--- config.mk ---
export PLATFORM = sky130hd
export DESIGN_NAME = spi_sub_ctrl
export DESIGN_NICKNAME = d
export VERILOG_FILES = /design/src/rtl/spi_sub_ctrl.sv
export SDC_FILE = /design/constraint.sdc
export NUM_CORES = 1
export LEC_CHECK = 0
export BUFFER_PORTS_ARGS = -buffer_cell sky130_fd_sc_hd__buf_2
export CAP_MARGIN = 10
export CORE_MARGIN = 3
export CORE_UTILIZATION = 43
export CTS_BUF_LIST = sky130_fd_sc_hd__clkbuf_16
export DETAILED_ROUTE_END_ITERATION = 8
export PLACE_DENSITY = 0.69
export SETUP_SLACK_MARGIN = 0.15
export SLEW_MARGIN = 0
export SYNTH_ARGS = -nofsm -noshare
export SYNTH_HDL_FRONTEND = slang
export SYNTH_SLANG_ARGS = --single-unit
--- constraint.sdc ---
create_clock -name clk -period 1.99 [get_ports clk]
set_input_delay 0.398 -clock clk [delete_from_list [all_inputs] [get_ports clk]]
set_output_delay 0.398 -clock clk [all_outputs]
set_load 0.02 [all_outputs]
--- src/rtl/spi_sub_ctrl.sv ---
// SPI mode-0 subordinate: synchronizes sclk/cs/mosi to clk, shifts a held tx word out on MISO
// and assembles received words with a one-clk new_value strobe. Define SPI_SUB_MISO_TRISTATE_EN to float MISO when not busy.
module spi_sub_ctrl #(
  parameter int SHIFT_REG_WIDTH = 8,
  parameter bit MSB_FIRST       = 1'b1,
  parameter int SYNC_STAGES     = 2
) (
  input  logic                       clk,
  input  logic                       rst,
  input  logic                       spi_sclk,
  input  logic                       spi_cs,
  input  logic                       spi_mosi,
  output logic                       spi_miso,
  input  logic [SHIFT_REG_WIDTH-1:0] data_to_send,
  input  logic                       load,
  output logic [SHIFT_REG_WIDTH-1:0] data_received,
  output logic                       new_value,
  output logic                       busy
);
  localparam int W  = SHIFT_REG_WIDTH;
  localparam int CW = $clog2(W + 1);

  typedef enum logic [1:0] {WAIT_CS_HIGH, IDLE, ACTIVE} state_t;
  state_t state, state_nxt;

  logic [SYNC_STAGES-1:0] sclk_sync, cs_sync, mosi_sync;
  logic                   sclk_d;
  logic                   sclk_s, cs_s, mosi_s, sclk_rise, sclk_fall;
  logic [W-1:0]           hold_buf, tx_shift, tx_shift_nxt, tx_adv;
  logic [W-1:0]           rx_shift, rx_shift_nxt, rx_adv, data_received_nxt;
  logic [CW-1:0]          bit_cnt, bit_cnt_nxt, cnt_inc;
  logic                   miso_q, miso_nxt, new_value_nxt;

  function automatic logic first_bit(input logic [W-1:0] v);
    return MSB_FIRST ? v[W-1] : v[0];
  endfunction

  assign sclk_s    = sclk_sync[SYNC_STAGES-1];
  assign cs_s      = cs_sync[SYNC_STAGES-1];
  assign mosi_s    = mosi_sync[SYNC_STAGES-1];
  assign sclk_rise = sclk_s & ~sclk_d;
  assign sclk_fall = ~sclk_s & sclk_d;

  // CS synchronizer clears low so a frame in progress at reset release is never joined.
  always_ff @(posedge clk) begin
    if (rst) begin
      sclk_sync <= '0;
      cs_sync   <= '0;
      mosi_sync <= '0;
      sclk_d    <= 1'b0;
    end else begin
      sclk_sync <= {sclk_sync[SYNC_STAGES-2:0], spi_sclk};
      cs_sync   <= {cs_sync[SYNC_STAGES-2:0], spi_cs};
      mosi_sync <= {mosi_sync[SYNC_STAGES-2:0], spi_mosi};
      sclk_d    <= sclk_s;
    end
  end

  always_ff @(posedge clk) begin
    if (rst) hold_buf <= '0;
    else if (load) hold_buf <= data_to_send;
  end

  always_ff @(posedge clk) begin
    if (rst) state <= WAIT_CS_HIGH;
    else     state <= state_nxt;
  end

  always_comb begin
    state_nxt         = state;
    tx_shift_nxt      = tx_shift;
    rx_shift_nxt      = rx_shift;
    bit_cnt_nxt       = bit_cnt;
    miso_nxt          = miso_q;
    data_received_nxt = data_received;
    new_value_nxt     = 1'b0;
    tx_adv            = MSB_FIRST ? {tx_shift[W-2:0], 1'b0} : {1'b0, tx_shift[W-1:1]};
    rx_adv            = MSB_FIRST ? {rx_shift[W-2:0], mosi_s} : {mosi_s, rx_shift[W-1:1]};
    cnt_inc           = bit_cnt + CW'(1);
    case (state)
      WAIT_CS_HIGH: begin
        miso_nxt = 1'b0;
        if (cs_s) state_nxt = IDLE;
      end
      IDLE: begin
        miso_nxt = 1'b0;
        if (!cs_s) begin
          tx_shift_nxt = hold_buf;
          miso_nxt     = first_bit(hold_buf);
          bit_cnt_nxt  = '0;
          state_nxt    = ACTIVE;
        end
      end
      ACTIVE: begin
        // CS release takes priority over any coincident sclk edge.
        if (cs_s) begin
          state_nxt   = IDLE;
          miso_nxt    = 1'b0;
          bit_cnt_nxt = '0;
        end else if (sclk_rise) begin
          rx_shift_nxt = rx_adv;
          if (cnt_inc == CW'(W)) begin
            data_received_nxt = rx_adv;
            new_value_nxt     = 1'b1;
            bit_cnt_nxt       = '0;
          end else begin
            bit_cnt_nxt = cnt_inc;
          end
        end else if (sclk_fall) begin
          if (bit_cnt != '0) begin
            tx_shift_nxt = tx_adv;
            miso_nxt     = first_bit(tx_adv);
          end else begin
            tx_shift_nxt = hold_buf;
            miso_nxt     = first_bit(hold_buf);
          end
        end
      end
      default: state_nxt = WAIT_CS_HIGH;
    endcase
  end

  always_ff @(posedge clk) begin
    if (rst) begin
      tx_shift      <= '0;
      rx_shift      <= '0;
      bit_cnt       <= '0;
      miso_q        <= 1'b0;
      data_received <= '0;
      new_value     <= 1'b0;
    end else begin
      tx_shift      <= tx_shift_nxt;
      rx_shift      <= rx_shift_nxt;
      bit_cnt       <= bit_cnt_nxt;
      miso_q        <= miso_nxt;
      data_received <= data_received_nxt;
      new_value     <= new_value_nxt;
    end
  end

  assign busy = (state == ACTIVE);

`ifdef SPI_SUB_MISO_TRISTATE_EN
  assign spi_miso = busy ? miso_q : 1'bz;
`else
  assign spi_miso = busy ? miso_q : 1'b0;
`endif

endmodule

==> results.py, run 1 <==
metrics = {
    "logic_synthesis": {
        "async_reset_ff_share_pct": 0,
        "ys_seq_elements": 45,
        "postSynthCellCount": 218,
        "yosysSeqAreaShare_pct": 44.8,
        "synth-edff-count": 0,
        "synth_area_um2": 2010,
        "synthFlopType": "dfxtp_1",
        "avgSynthCellArea_um2": 9.22,
        "ys_warn_count": 0,
        "synth.net_count": 240,
        "synthDistinctLibCells": 37,
    },
    "place": {
        "dp.cells": 290,
        "dp_hpwl_mm": 2.47,
        "portBuffers": 24,
        "gp_congestion": 0.728,
        "placed_area_um2": 2200,
    },
    "clock_network": {
        "clk_transition_reported_paths_ns": 0.05,
        "hold_buffers": 0,
        "clock_path_buffers": 2,
        "tritoncts": "done",
        "numCtsBuffers": 5,
        "numClockSinks": 45,
        "root_buffer": "clkbuf_16",
        "clkLatencyLatePin_ns": 0.28,
        "ctsHtreeMaxLevel": 2,
    },
    "timing": {
        "fmax_mhz": 570,
        "fin_crit_sh_pct": 88.1,
        "holdWs_ns": 0.323,
        "skew_ns": 0.00471,
        "max-slew-margin-rel_pct": 72.4,
        "hold_viol_final": 0,
        "setup_tns_ns": 0,
        "setup_violations": 0,
        "rsz0062_at_grt": "no",
        "period_needed_ns": 1.75,
        "worst_pin_slew_ns": 0.411,
        "drv_slew": 0,
    },
    "routing": {
        "wl_mm": 3.59,
        "drc_errors": 0,
        "routedWlPerCell_um": 12.0,
        "vias": 1522,
        "drtAntennaViolNets": 0,
        "drtPass1Iterations": 4,
        "dr.first_iter.drc_count": 52,
        "via_per_inst": 5.07,
    },
    "pwr": {
        "powerDensity_nw_per_um2": 1010,
        "power.leakage_nw": 0.943,
        "peakVddDrop_mv": 0.781,
    },
    "critical_path": {
        "r2r_setup_slack_ns": 0.28,
        "path_cells": "inv_2, ha_4, buf_4, and2_1, buf_2",
        "reg2reg_from": "state[1]",
        "r2r-end": "bit_cnt[2]",
        "crit_path_start_kind": "flop",
        "crit_arrival_ns": 1.36,
        "slowest_delay_ns": 0.37,
        "worstPathBufferInverterCount": 3,
        "crit_type": "reg -> out",
        "cp-end-kind": "output port",
        "critical_path_required_ns": 1.59,
        "cpMaxStageDelayCell": "dfxtp_4",
        "reg2reg_depth": 5,
        "path_delay_family": "flip-flops",
        "worstPathMaxFanout": 8,
        "startpoint": "state[0]",
    },
    "layout": {
        "n_fill_cell": 411,
        "area_delta_synth_final_pct": 19.2,
        "utilization_pct": 53.9,
        "multi_input_area_um2": 1040,
        "drive_gt1_share_pct": 19.8,
        "antenna_cells": 0,
        "layout.nets": 269,
        "design_area_um2": 2400,
        "seq_area_um2": 905,
        "final_cells": 300,
    },
    "worst_hold_path": {
        "hold_path_depth": 2,
        "min_path_type": "in -> reg",
        "hold_start": "spi_sclk",
        "holdPathEnd": "sclk_sync[0]",
    },
    "global_routing": {
        "use_met3_pct": 3.65,
        "grt_max_degree": 28,
        "grt_use_total_pct": 14.5,
        "met1_usage_pct": 20.3,
        "grt-busiest-layer": "met2",
        "grt_pass1_wl_mm": 6.18,
        "met2_usage_pct": 20.7,
        "antenna_found_initial": 0,
        "grt_overflow_total": 0,
        "grt_pass1_vias": 1349,
    },
    "run": {
        "maxCapViolCount": 0,
    },
    "floorplanning": {
        "ios": 25,
        "start_util_pct": 45.2,
        "row_count": 24,
        "core_area_um2": 4440,
        "die_x_um": 74.4,
        "die_area_um2": 5530,
        "fp.dieH_um": 74.4,
    },
    "run_status": {
        "outcome": "finished, final reports clean",
    },
}
## worst register-to-register path, stage by stage (launching register included)
cell and delay, ns:
dfxtp_1 0.41, inv_1 0.11, ha_1 0.40, inv_1 0.11, or3_1 0.37, a311oi_1 0.24
## worst max path at each step
stage / endpoint / slack, ns / cells after the start
6_report: spi_miso / 0.24 / 5
5_1_grt: tx_shift[4] / 0.14 / 7
4_1_cts: spi_miso / 0.18 / 5
3_5_place_dp: bit_cnt[2] / 0.23 / 6
3_3_place_gp: miso_q / 0.31 / 6
2_1_floorplan: tx_shift[3] / 0.24 / 7
## routing by layer
layer  routed length (µm)  vias to the layer above
li1                     -                      803
met1                 1800                      680
met2                 1560                       31
met3                  149                        8
met4                   80                        0
met5                    0                        -
## cell usage after synthesis, types with 2 or more instances
cell / instances / share of area [%]
clkbuf_1: 9 / 1.7
dfxtp_1: 45 / 45
and2_1: 2 / 0.62
a311oi_1: 7 / 3.1
a21oi_1: 10 / 2.5
nand3b_1: 2 / 0.75
nand2_1: 22 / 4.1
o32ai_1: 2 / 0.87
nor3_1: 2 / 0.50
nand3_1: 10 / 2.5
nor2_1: 20 / 3.7
o21ai_1: 2 / 0.50
buf_2: 2 / 0.50
nand2b_1: 22 / 6.8
ha_1: 8 / 5.0
nor2b_1: 10 / 3.1
mux2i_1: 19 / 9.5
inv_1: 5 / 0.93
## timing repair
item / 4_1_cts / 5_1_grt
cloned: 0 / 0
setup buffers: 0 / 2
setup endpoints to repair: 1 / 5
endpoints found under the hold margin: 0 / 0
gates resized for setup: 3 / 4
pin swaps: 0 / 0
## power by group
part	internal (W)	total [W]	switching, W
logic	0.000224	0.000486	0.000263
clock network	0.000582	0.000893	0.000311
registers	0.000991	0.00105	0.0000589
total	0.00180	0.00243	0.000633
## layout make-up
type | instances | area share [%]
Clock buffer | 5 | 5.22
Clock inverter | 3 | 1.57
Inverter | 5 | 0.783
Multi-Input combinational cell | 155 | 43.5
Sequential cell | 45 | 37.8
Tap cell | 52 | 2.72
Timing Repair Buffer | 35 | 8.46
## registers in the layout, indices dropped and copies added (netlist names)
name	count
new_value	1
tx_shift	7
sclk_sync	2
bit_cnt	4
state	2
hold_buf	8
sclk_d	1
miso_q	1
data_received	8
mosi_sync	2
cs_sync	2
rx_shift	7
## placed cells by master (no fill, tap or decap), drive strengths merged, types with 2 or more instances in the layout
cell	netlist	layout
nand2b	22	22
a311oi	7	7
dfxtp	45	45
nand2	23	23
clkbuf	9	5
nor3	2	2
nor2	20	20
nor2b	10	10
nand3b	2	2
a21oi	10	10
and2	2	2
buf	4	35
o32ai	2	2
o21ai	2	2
a221oi	2	2
mux2i	19	19
inv	5	6
ha	8	8
nand3	10	10
## stage by stage
step	total power, W	setup slack (ns)
4_1_cts	0.00244	0.179
3_3_place_gp	0.00151	0.312
3_5_place_dp	0.00152	0.227
5_1_grt	0.00256	0.140
6_report	0.00243	0.236
2_1_floorplan	0.00139	0.240
## logic make-up after synthesis
group	after synthesis	synth area share, %
XOR/XNOR	1	0.436
multiplexers	20	10.2
flip-flops	45	44.8
AO/OA/AOI/OAI	29	10.2
adder cells (fa/ha/maj)	8	4.98
AND/OR/NAND/NOR	97	25.3
buffers and inverters	18	4.05
(Power assumes the default switching activity.)
==> run 2: changes to the inputs <==
- PLACE_DENSITY: 0.69 -> not set
==> run 2 against run 1 <==
- sequential share of layout area is 0.40 points higher
- flip-flop and latch count did not move
- clock skew decreased by 0.0014 ns
- clock-buffer cell count unchanged
- largest power group unchanged
- first-iteration DRC count decreased by 29%
- die area is the same
- total power decreased by 5.7%
- hold slack better by 0.0050 ns
- register-to-register slack hardly changed
- critical endpoint is now busy
- final cell count fell by 0.67%
==> results.py, run 2 (synthesized netlist as in run 1, its figures left out) <==
metrics = {
    "clock_network": {
        "numClockSinks": 45,
        "numCtsBuffers": 5,
        "root_buffer": "clkbuf_16",
        "cts_setup_buffers": 0,
        "hold_buffers": 0,
        "ctsHtreeMaxLevel": 2,
        "clk_transition_reported_paths_ns": 0.06,
        "clock_path_buffers": 2,
        "tritoncts": "done",
        "clkLatencyLatePin_ns": 0.28,
    },
    "timing": {
        "fmax_mhz": 567,
        "period_needed_ns": 1.76,
        "skew_ns": 0.00326,
        "hold_viol_final": 0,
        "worst_pin_slew_ns": 0.339,
        "fin_crit_sh_pct": 88.6,
        "rsz0062_at_grt": "no",
        "setup_tns_ns": 0,
        "drv_slew": 0,
        "setup_violations": 0,
        "max-slew-margin-rel_pct": 77.3,
    },
    "critical_path": {
        "crit_type": "reg -> out",
        "r2r-end": "data_received[7]",
        "cp-end-kind": "output port",
        "crit_path_start_kind": "flop",
        "reg2reg_from": "state[0]",
        "cpMaxStageDelayCell": "dfxtp_1",
        "slowest_delay_ns": 0.41,
        "r2r_setup_slack_ns": 0.27,
        "crit_arrival_ns": 1.36,
        "path_delay_family": "buffers and inverters",
        "worstPathBufferInverterCount": 3,
        "reg2reg_depth": 6,
        "critical_path_required_ns": 1.59,
        "path_cells": "inv_1, ha_2, buf_4, buf_2",
        "worstPathMaxFanout": 10,
    },
    "layout": {
        "layout_common_cells": "dfxtp_1 (45), buf_2 (24), nand2b_1 (22), nand2_1 (22), nor2_1 (20)",
        "antenna_cells": 0,
        "layout_commonest_cell": "dfxtp_1",
        "area_delta_synth_final_pct": 17.5,
        "final_cells": 298,
        "layout.nets": 267,
        "reg_top3": "data_received x8, hold_buf x8",
        "drive_gt1_share_pct": 19.1,
    },
    "global_routing": {
        "grt_overflow_total": 0,
        "grt_pass1_vias": 1345,
        "grt_max_degree": 33,
        "grt_pass1_wl_mm": 5.93,
        "grt_use_total_pct": 13.8,
        "antenna_found_initial": 0,
    },
    "floorplanning": {
        "row_count": 24,
        "core_area_um2": 4440,
        "die_area_um2": 5530,
        "ios": 25,
        "die_x_um": 74.4,
        "fp.dieH_um": 74.4,
        "start_util_pct": 45.2,
    },
    "routing": {
        "vias": 1505,
        "routedWlPerCell_um": 11.5,
        "wl_mm": 3.42,
        "via_per_inst": 5.05,
        "drtAntennaViolNets": 0,
        "drc_errors": 0,
        "dr.first_iter.drc_count": 37,
        "drtPass1Iterations": 4,
    },
    "place": {
        "portBuffers": 24,
        "dp_hpwl_mm": 2.45,
        "dp.cells": 290,
        "gp_congestion": 0.761,
    },
    "pwr": {
        "peakVddDrop_mv": 0.730,
        "power.leakage_nw": 0.923,
        "powerDensity_nw_per_um2": 971,
    },
    "worst_hold_path": {
        "min_path_type": "in -> reg",
        "holdPathEnd": "mosi_sync[0]",
        "hold_path_depth": 2,
        "hold_start": "spi_mosi",
    },
    "run_status": {
        "outcome": "finished, final reports clean",
    },
    "run": {
        "maxCapViolCount": 0,
    },
}
-- run 2: changes by cell type in the layout (fill, tap and decap cells not counted), sizes merged --
| cell | previous run | this run |
|---|---|---|
| buf | 35 | 33 |
| bufinv | 1 | 0 |
| clkinv | 1 | 2 |
| clkinvlp | 0 | 1 |
| inv | 6 | 5 |
-- run 2: cell type report --
cell class | instances | area (µm²)
flip-flops and latches | 45 | 901
clock inverters | 3 | 17.5
clock buffers | 5 | 125
fillers | 427 | 2080
well taps | 52 | 65.1
repair buffers | 33 | 191
multi-input cells | 155 | 1040
inverters | 5 | 18.8
-- run 2: worst register-to-register path, delay by kind of cell, from the launching register on --
| kind | cells | cell delay, ns |
|---|---|---|
| multiplexers | 1 | 0.19 |
| buffers and inverters | 2 | 0.30 |
| AO/OA/AOI/OAI | 1 | 0.34 |
| AND/OR/NAND/NOR | 1 | 0.21 |
| adder cells (fa/ha/maj) | 1 | 0.25 |
| flip-flops | 1 | 0.35 |
-- run 2: worst max path at each step --
stage / start / end / slack (ns) / cells past startpoint
2_1_floorplan: state[0] / tx_shift[3] / 0.24 / 7
3_3_place_gp: state[0] / state[0] / 0.24 / 6
3_5_place_dp: state[0] / state[0] / 0.20 / 6
4_1_cts: state[0] / busy / 0.16 / 4
5_1_grt: state[0] / data_received[4] / 0.12 / 6
6_report: state[0] / busy / 0.23 / 4
-- run 2: metrics by stage --
step	worst slack, ns	hold WS, ns	utilization (%)	total power (W)	area, µm²
global route	0.124	0.353	53.1	0.00244	2360
global placement	0.243	0.416	49.7	0.00151	2210
finish	0.227	0.329	53.1	0.00229	2360
CTS	0.158	0.325	52.9	0.00232	2350
detailed placement	0.201	0.422	49.7	0.00152	2210
floorplan	0.240	0.414	-	0.00139	2010
-- run 2: report_power, final --
| group | switching (W) | internal (W) | leakage [nW] |
|---|---|---|---|
| clock | 0.000324 | 0.000460 | 0.0696 |
| combinational | 0.000253 | 0.000217 | 0.487 |
| sequential | 0.0000544 | 0.000984 | 0.366 |
-- run 2: per-layer routing --
layer	global-route usage [%]	part of all wire, %
met3	3.78	4.1
met5	0	0
met1	19.5	54
met2	19.5	41
met4	5.93	1.8
-- run 2: what timing repair did --
| action | CTS | global route |
|---|---|---|
| setup endpoints to repair | 0 | 12 |
| hold endpoints to repair | 0 | 0 |
| resized for setup | 0 | 3 |
==> run 3: changes to the inputs <==
- CORE_UTILIZATION: 43 -> 56
- PLACE_DENSITY: not set -> 0.77
- clock period: 1.99 -> 1.9 ns (I/O delays scaled with it)
==> run 3 against run 2 <==
- via count rose by 3.5%
- sequential share of layout area shrank 0.66 points
- combinational power is 15% higher
- final cell count is 1.3% lower
- core utilization up 18 points
- sequential power is 5% higher
- die area shrank 21%
- critical path type is now reg -> reg
==> results.py, run 3 (synthesized netlist as in run 1, its figures left out) <==
metrics = {
    "routing": {
        "drc_errors": 0,
        "dr.first_iter.drc_count": 106,
        "routedWlPerCell_um": 12.7,
        "vias": 1557,
        "via_per_inst": 5.30,
        "drtAntennaViolNets": 0,
        "wl_mm": 3.72,
        "drtPass1Iterations": 4,
    },
    "global_routing": {
        "antenna_found_initial": 0,
        "grt_pass1_wl_mm": 6.28,
        "grt_use_total_pct": 19.1,
        "grt_pass1_vias": 1345,
        "grt_overflow_total": 0,
        "grt_max_degree": 32,
    },
    "timing": {
        "fin_crit_sh_pct": 88.5,
        "period_needed_ns": 1.68,
        "hold_viol_final": 0,
        "fmax_mhz": 595,
        "setup_tns_ns": 0,
        "rsz0062_at_grt": "yes",
        "setup_ws_ns": 0.219,
        "drv_slew": 0,
        "skew_ns": 0.00376,
        "holdWs_ns": 0.300,
        "setup_violations": 0,
        "max-slew-margin-rel_pct": 73.0,
        "worst_pin_slew_ns": 0.401,
    },
    "critical_path": {
        "cp-end-kind": "flop",
        "crit_arrival_ns": 1.88,
        "crit_path_start_kind": "flop",
        "critical_path_required_ns": 2.10,
        "worstPathMaxFanout": 5,
        "crit_type": "reg -> reg",
    },
    "pwr": {
        "powerDensity_nw_per_um2": 1070,
        "peakVddDrop_mv": 0.840,
        "power.leakage_nw": 0.960,
        "fin_total_pwr_w": 0.00259,
    },
    "worst_hold_path": {
        "min_path_type": "in -> reg",
    },
    "floorplanning": {
        "start_util_pct": 59.3,
        "ios": 25,
        "die_area_um2": 4340,
        "row_count": 21,
        "die_x_um": 65.9,
        "fp.dieH_um": 65.9,
        "core_area_um2": 3390,
    },
    "place": {
        "dp_hpwl_mm": 2.50,
        "gp_congestion": 0.809,
        "preCtsSetupSlack_ns": 0.190,
        "portBuffers": 24,
    },
    "clock_network": {
        "tritoncts": "done",
        "clk_transition_reported_paths_ns": 0.06,
        "clock_path_buffers": 2,
        "numClockSinks": 45,
        "hold_buffers": 0,
        "root_buffer": "clkbuf_16",
        "ctsHtreeMaxLevel": 2,
        "clkLatencyLatePin_ns": 0.29,
        "numCtsBuffers": 5,
    },
    "layout": {
        "area_delta_synth_final_pct": 20.0,
        "drive_gt1_share_pct": 22.2,
        "antenna_cells": 0,
        "n_fill_cell": 253,
        "layout_common_cells": "dfxtp_1 (42), buf_2 (25), nand2b_1 (22), nand2_1 (22), nor2_1 (20)",
        "seq_area_um2": 905,
        "layout_commonest_cell": "dfxtp_1",
        "layout.nets": 269,
        "multi_input_area_um2": 1060,
        "reg_top3": "data_received x8, hold_buf x8",
    },
    "run_status": {
        "outcome": "finished, final reports clean",
    },
    "run": {
        "maxCapViolCount": 0,
    },
}
-- run 3: layer usage --
layer | wire [µm] | track usage, %
met1 | 1700 | 25.3
met2 | 1760 | 28.2
met3 | 178 | 6.80
met4 | 84 | 7.77
met5 | 0 | 0
-- run 3: report_power, final --
part	internal, W	switching [W]	total, W
sequential	0.00103	0.0000519	0.00109
combinational	0.000247	0.000292	0.000539
clock	0.000617	0.000348	0.000965
-- run 3: worst paths after layout --
path	slack [ns]	cells after the start	startpoint	endpoint
min	0.30	2	spi_cs	cs_sync[0]
max	0.22	5	state[1]	bit_cnt[2]
min reg2reg	0.44	1	cs_sync[0]	cs_sync[1]
max reg2reg	0.22	5	state[1]	bit_cnt[2]
-- run 3: final cells by class --
type / instances / share of cell area, %
Clock inverter: 3 / 1.76
Tap cell: 46 / 2.39
Timing Repair Buffer: 35 / 8.45
Inverter: 5 / 0.778
Multi-Input combinational cell: 155 / 43.9
Sequential cell: 45 / 37.5
Clock buffer: 5 / 5.19
-- run 3: metrics by stage --
| stage | area [µm²] | std cells | util, % |
|---|---|---|---|
| floorplan | 2010 | 218 | - |
| global placement | 2190 | 284 | 64.7 |
| detailed placement | 2190 | 284 | 64.7 |
| CTS | 2380 | 293 | 70.3 |
| global route | 2410 | 294 | 71.2 |
| finish | 2410 | 294 | 71.2 |
-- run 3: critical path: stages (launching register included) --
cell	delay (ns)
dfxtp_2	0.39
inv_1	0.10
ha_2	0.40
inv_1	0.08
or3_1	0.38
a311oi_1	0.25
-- run 3: timing repair --
item | in CTS | in global routing
gates resized for setup | 4 | 10
pin swaps | 0 | 1
gates cloned | 0 | 1
setup endpoints to repair | 2 | 18
buffers inserted | 1 | 0
